===== src/rtl/tlp_xcvr_pkg.sv =====
// rtl/tlp_xcvr_pkg.sv - shared C2F ring geometry, word types and consumer FSM states
package tlp_xcvr_pkg;

   // Byte size of the C2F ring is 2**C2F_SIZE_NBITS, split into fixed-size chunks.
   localparam int C2F_SIZE_NBITS = 12;
   localparam int C2F_CHUNKSIZE  = 128;
   localparam int C2F_QWORDS     = C2F_CHUNKSIZE / 8;
   localparam int C2F_PTR_NBITS  = C2F_SIZE_NBITS - $clog2(C2F_CHUNKSIZE);
   localparam int C2F_OFF_NBITS  = $clog2(C2F_QWORDS);

   typedef logic [C2F_PTR_NBITS-1:0] C2FChunkPtr;
   typedef logic [C2F_OFF_NBITS-1:0] C2FChunkOffset;
   typedef logic [63:0]              uint64;
   typedef logic [31:0]              uint32;

   typedef enum logic [1:0] {
      CS_IDLE,
      CS_READ,
      CS_DRAIN,
      CS_ACK
   } ConsumerState;

endpackage


===== src/rtl/example_consumer_core.sv =====
// rtl/example_consumer_core.sv - drains C2F chunks from ring RAM and checksums a programmable number of qwords
module example_consumer_core
   import tlp_xcvr_pkg::*;
(
   input  logic          sysClk_in,
   input  logic          csReset_in,
   input  C2FChunkPtr    cpuWrPtr_in,
   input  C2FChunkPtr    cpuRdPtr_in,
   output logic          dtAck_out,
   output C2FChunkOffset rdOffset_out,
   input  uint64         rdData_in,
   output uint64         csData_out,
   output logic          csValid_out,
   input  uint32         countInit_in
);

   localparam C2FChunkOffset LAST_OFFSET = C2FChunkOffset'(C2F_QWORDS - 1);

   ConsumerState state;
   logic         issued;
   uint32        wordsLeft;

   always_ff @(posedge sysClk_in) begin
      if (csReset_in) begin
         state        <= CS_IDLE;
         dtAck_out    <= 1'b0;
         rdOffset_out <= '0;
         issued       <= 1'b0;
         csData_out   <= '0;
         wordsLeft    <= countInit_in;
         csValid_out  <= (countInit_in == 32'd0);
      end else begin
         // RAM read is registered, so data for an offset issued now arrives next cycle.
         issued    <= (state == CS_READ);
         dtAck_out <= 1'b0;

         case (state)
            CS_IDLE: begin
               rdOffset_out <= '0;
               if (cpuWrPtr_in != cpuRdPtr_in) begin
                  state <= CS_READ;
               end
            end
            CS_READ: begin
               if (rdOffset_out == LAST_OFFSET) begin
                  rdOffset_out <= '0;
                  state        <= CS_DRAIN;
               end else begin
                  rdOffset_out <= rdOffset_out + 1'b1;
               end
            end
            CS_DRAIN: begin
               dtAck_out <= 1'b1;
               state     <= CS_ACK;
            end
            CS_ACK: begin
               state <= CS_IDLE;
            end
            default: begin
               state <= CS_IDLE;
            end
         endcase

         // Once the count is exhausted the sum freezes but chunks keep draining.
         if (issued && (wordsLeft != 32'd0)) begin
            csData_out <= csData_out + rdData_in;
            wordsLeft  <= wordsLeft - 32'd1;
            if (wordsLeft == 32'd1) begin
               csValid_out <= 1'b1;
            end
         end
      end
   end

endmodule


===== config.mk =====
export PLATFORM = sky130hd
export DESIGN_NAME = example_consumer_core
export DESIGN_NICKNAME = d
export VERILOG_FILES = /design/src/rtl/tlp_xcvr_pkg.sv /design/src/rtl/example_consumer_core.sv
export SDC_FILE = /design/constraint.sdc
export NUM_CORES = 1
export LEC_CHECK = 0
export BUFFER_PORTS_ARGS = -buffer_cell sky130_fd_sc_hd__buf_2
export CAP_MARGIN = 10
export CORE_MARGIN = 1.5
export CORE_UTILIZATION = 48
export CTS_BUF_LIST = sky130_fd_sc_hd__clkbuf_8
export DETAILED_ROUTE_END_ITERATION = 12
export PLACE_DENSITY = 0.8
export SLEW_MARGIN = 0
export SYNTH_ARGS = -nofsm -noshare
export SYNTH_HDL_FRONTEND = slang
export SYNTH_SLANG_ARGS = --single-unit

===== constraint.sdc =====
create_clock -name sysClk_in -period 4.3 [get_ports sysClk_in]
set_input_delay 1.29 -clock sysClk_in [delete_from_list [all_inputs] [get_ports sysClk_in]]
set_output_delay 1.29 -clock sysClk_in [all_outputs]
set_load 0.1 [all_outputs]

==> metrics, run 1 <==
status complete, no violations; Crit Path Class primary input to flip-flop; Finish-stage setup viols 0; GRT overflow 0; Rows 47; share of cells above drive strength 1 0.215; Root Buffer clkbuf_8; type of element launching the critical path primary input; kind of cell adding the most delay to the critical path simple AND/OR/NAND/NOR gates; post-cts gate resize count 0; Crit path required time 4.60 ns; Seq pwr share 0.298; Main synth FF type dfxtp_1; post-route clock period utilization 0.921; Post-Place Setup Slack -0.0500 ns; Chip Width ~130 um; Final Hold Fails 0; crit-path max FO 5; Final ANT Viol Nets 0; nature of the critical path endpoint flip-flop; fin nets between 1,000 and 1,500; Cell Chain, Critical Path buf_2 > ha_1 > nand4_1 > or3_1 > or4_1 > o211ai_2 > o21ai_0 > a31oi_1 > o21ai_1 > nand2_1 > buf_4 > a21oi_1 > and4_1 > a311o_1; Syn Inst Count 1,010; post-synth cell types 62; RSZ-0062 raised after global routing false; H-tree depth 3; worst min path class flip-flop to flip-flop; Clock Sinks 105; Final HPWL DP ~17,000 um; crit-path max cell delay 0.50 ns; combinational share of power 0.564; Synth Cell Area 0.00810 sq mm; initial DRC count 464; Leak 4.55 nW; Pre-Repair DR Iteration Count 5; DR vias 8,055; max capacitance violation total 0; Worst EP arrival 4.25 ns; Max Slew Vio Count 0; CP bufs+invs 2; Placed Area 0.00944 sq mm; Pwr Density 478 mW/mm^2; FF+latch count, synth around 110; die height 133 um; Remaining DRCs 0; post-layout worst setup margin about 0.34 ns; GR Util All Layers 0.250; yosys warns 0; Post-Syn Nets 1,189; design area 0.00963 sq mm; CTS clk-pin slew, worst paths 0.11 ns; Seq/Total Area, Yosys 0.300; layout filler cell count roughly 1,500; clock latency on the worst-skew pair 0.40 ns; Slowest-stage cell, CP or4_1; CTS Buf Count 9; starting density of the core 0.490; Routability Congestion ~0.90; first-pass GRT wire length approximately 36,000 um; switch share 0.516; WL final 22,400 um; mean post-synth cell area 8.02 sq um; highest clock rate 253 MHz; peak supply drop 0.289 mV; I/O pins 178; core area around 0.017 sq mm; DR WL/cell 15.7 um; clock network fraction of design power 0.139; minimum clock period after layout 3.96 ns; asr flop ratio synth 0; layout overhead on the synthesized area 19.0%; port bufs 177; initial antenna violation count 4; Net Sw Power ~2.4 mW; CTS tree built; Clock Tree Buf Depth 2; Cell Int Power 2.23 mW; Slew HR 0.545; hold_buf cts 0; EDFF count, synth 33; Die Area 0.0177 sq mm; largest net degree at the start of global routing 62; Worst Tran Pin Value 0.682 ns; Post-CTS Setup Inserts 0; Clock Skew 0.0141 ns; via/cell ratio 5.64; vias in the first global route roughly 7,500
-- synth_stat cells (19+ instances only) --
library cell | number | share of area
clkbuf_1 | 40 | 0.019
a21oi_1 | 115 | 0.071
nor3_1 | 26 | 0.016
ha_1 | 70 | 0.11
o21ai_0 | 62 | 0.038
nand2_1 | 163 | 0.076
nor2_1 | 45 | 0.021
xor2_1 | 29 | 0.031
nand3_1 | 20 | 0.012
xnor2_1 | 54 | 0.058
dfxtp_1 | 72 | 0.18
inv_1 | 19 | 0.0088
edfxtp_1 | 33 | 0.12
a21o_1 | 54 | 0.050
-- layout make-up --
class                           instances  area, sq um  share of cell area
Antenna cell                            4         10.0             0.00104
Timing Repair Buffer                  225         1250               0.130
Clock inverter                          7         62.6             0.00649
Inverter                               20         75.1             0.00779
Clock buffer                            9          124              0.0129
Multi-Input combinational cell        837         5410               0.561
Tap cell                              220          275              0.0286
Sequential cell                       105         2430               0.252
-- final timing paths --
kind | from | cells past startpoint | slack [ns] | end
worst max-delay path | rdData_in[17] | 14 | 0.34 | csData_out[53]
worst min-delay path | csData_out[48] | 2 | 0.48 | csData_out[48]
worst max register to register | wordsLeft[5] | 9 | 0.91 | wordsLeft[29]
worst min register to register | csData_out[48] | 2 | 0.48 | csData_out[48]
-- stage by stage --
step                      TNS (ns)  hold WS, ns  utilization  power (mW)  instances
after floorplan                  0        0.490            -        3.37       1010
after global placement           0        0.454        0.571        3.93       1407
after detailed placement   -0.0991        0.461        0.571        3.96       1407
after CTS                        0        0.478        0.582        4.60       1423
after global routing             0        0.490        0.583        4.87       1426
final                            0        0.476        0.583        4.61       1427
-- logic make-up (layout without fill, tap and decap cells) --
kind of cell               Yosys count  after routing  synth area share
other                                0              4                 0
DFF                                105            105             0.300
adders and majority gates           71             71             0.111
buffers and inverters               68            261            0.0323
muxes                                4              4           0.00510
AOI/OAI and AO/OA                  316            316             0.246
and+or+nand+nor                    363            363             0.215
xor gates and xnor gates            83             83            0.0898
-- tightest hold or removal path, cell delays in order (launching register included) --
cell,delay (ns)
dfxtp_1,0.34
nand2_1,0.05
a21oi_1,0.05
-- power groups by stage --
stage / clock network (mW) / logic [mW] / registers, mW
final: 0.638 / 2.60 / 1.37
after global routing: 0.680 / 2.79 / 1.40
after CTS: 0.647 / 2.58 / 1.37
after detailed placement: 0 / 2.57 / 1.39
after global placement: 0 / 2.54 / 1.38
after floorplan: 0 / 1.21 / 2.16
-- layout by cell type (no fill, tap or decap), drive strengths merged, types with 6 or more instances in the layout --
cell,n
buf,225
nand2,163
a21oi,115
dfxtp,72
ha,70
o21ai,64
xnor2,54
a21o,54
nor2,46
edfxtp,33
xor2,29
nor3,26
inv,24
nand3,20
nor4,19
nand4,16
a31oi,14
and3,13
o21bai,10
a211oi,9
clkbuf,9
and2,9
or4,8
nor2b,8
nand2b,7
or3,7
o211ai,7
o21a,6
nand3b,6
a31o,6
-- sequential cells by signal, summed over array words and instances, names as in the netlist --
register      cells
csData_out       64
dtAck_out         1
rdOffset_out      4
state             2
issued            1
wordsLeft        32
csValid_out       1
-- per-layer routing --
layer  global-route usage  vias up  share of wire
li1                     -     4069              -
met1                0.345     3714           0.47
met2                0.399      240           0.45
met3               0.0471       32          0.062
met4               0.0720        0          0.018
met5                    0        -              0
(Power assumes the default switching activity.)
==> run 2: changes to the inputs <==
--- a/config.mk
+++ b/config.mk
@@ -11,8 +11,9 @@
 export CORE_UTILIZATION = 48
 export CTS_BUF_LIST = sky130_fd_sc_hd__clkbuf_8
 export DETAILED_ROUTE_END_ITERATION = 12
-export PLACE_DENSITY = 0.8
+export PLACE_DENSITY = 0.77
 export SLEW_MARGIN = 0
 export SYNTH_ARGS = -nofsm -noshare
 export SYNTH_HDL_FRONTEND = slang
 export SYNTH_SLANG_ARGS = --single-unit
+export TNS_END_PERCENT = 1
==> constraint.sdc (replaced) <==
create_clock -name sysClk_in -period 4.1 [get_ports sysClk_in]
set_input_delay 1.23 -clock sysClk_in [delete_from_list [all_inputs] [get_ports sysClk_in]]
set_output_delay 1.23 -clock sysClk_in [all_outputs]
set_load 0.1 [all_outputs]
==> metrics, run 2 (synthesis results as in run 1) <==
H-tree depth 3; Remaining DRCs 0; DR vias 8,138; first-pass GRT wire length 37,200 um; port bufs 177; Worst Tran Pin Value 0.698 ns; most frequent cells in the layout buf_2, nand2_1, a21oi_1, dfxtp_1, ha_1; status complete, no violations; I/O pins 178; Max Slew Vio Count 0; Post-Place Setup Slack -0.199 ns; Final ANT Viol Nets 0; Finish-stage setup viols 0; Final HPWL DP 17,200 um; GRT overflow 0; CTS Buf Count 9; peak supply drop between 0.3 and 0.4 mV; Leak 4.63 nW; max reg flops 64; Clock Tree Buf Depth 2; minimum clock period after layout approximately 3.9 ns; layout filler cell count 1,562; crit-path max FO 4; Die Area ~0.018 sq mm; layout overhead on the synthesized area 20.6%; type of element launching the critical path primary input; design area 0.00976 sq mm; Crit path required time 4.42 ns; Finished Layout Cells 1,442; clock latency on the worst-skew pair 0.42 ns; DR WL/cell between 15 and 20 um; CTS clk-pin slew, worst paths 0.12 ns; GR Util All Layers 0.256; total area of sequential cells 0.00243 sq mm; Pwr Density between 400 and 500 mW/mm^2; Worst EP arrival approximately 4.3 ns; initial antenna violation count 3; highest clock rate 254 MHz; post-layout worst setup margin 0.169 ns; nature of the critical path endpoint flip-flop; initial DRC count 437; biggest registers after layout csData_out x64, wordsLeft x32, rdOffset_out x4; Root Buffer clkbuf_8; most flop-heavy register csData_out; Final Hold Fails 0; Chip Width 133 um; WL final roughly 23,000 um; Rows 47; Crit Path Class primary input to flip-flop; vias in the first global route 7,758; Slew HR 0.534; core area 0.0165 sq mm; RSZ-0062 raised after global routing false; Post-CTS Setup Inserts 0; max capacitance violation total 0; fin nets 1,394; via/cell ratio approximately 5.6; post-cts gate resize count 0; largest net degree at the start of global routing 75; starting density of the core 0.490; Final Core Density 0.591; die height about 130 um; Clock Sinks 105; Placed Area around 0.0096 sq mm; area of the multi-input gates between 0.005 and 0.006 sq mm; Routability Congestion ~0.86; placed cell count 1,424; worst min path class flip-flop to flip-flop; most common cell after layout, fill and taps aside buf_2; Final Total Pwr around 4.9 mW; share of cells above drive strength 1 0.226; CTS tree built; hold_buf cts 0; setup_tns 0 ns; Pre-Repair DR Iteration Count 5; Clock Skew between 0.02 and 0.03 ns; WHS 0.477 ns; post-route clock period utilization 0.959
## run 2: worst max-delay path, stage by stage
cell      delay [ns]
buf_2           0.10
ha_1            0.21
fa_1            0.39
a21oi_1         0.25
o21ai_0         0.18
nand2_1         0.09
o211ai_1        0.13
a221o_1         0.35
a31oi_1         0.31
o21bai_1        0.25
o22a_1          0.29
a21oi_1         0.17
xnor2_1         0.09
a22o_1          0.19
## run 2: layout make-up
class	count	area share
flip-flops and latches	105	0.249
well taps	220	0.0282
multi-input cells	837	0.554
clock inverters	7	0.00692
diodes	2	0.000513
inverters	20	0.00769
clock buffers	9	0.0127
repair buffers	242	0.141
## run 2: worst paths after layout
path	cells after the start	slack, ns	end	from
max reg2reg	13	0.72	csData_out[54]	csData_out[0]
min	2	0.48	csData_out[29]	csData_out[29]
max	14	0.17	csData_out[54]	rdData_in[0]
min reg2reg	2	0.48	csData_out[29]	csData_out[29]
## run 2: metal layers
metal | share of wire | track usage | up-vias
met5 | 0.00058 | 0 | -
met4 | 0.024 | 0.106 | 2
met3 | 0.056 | 0.0360 | 34
met2 | 0.46 | 0.407 | 232
met1 | 0.46 | 0.350 | 3770
li1 | - | - | 4100
## run 2: power breakdown
part	total [mW]	switching, mW	internal, mW
Clock	0.677	0.440	0.237
Combinational	2.76	1.91	0.855
Sequential	1.44	0.158	1.28
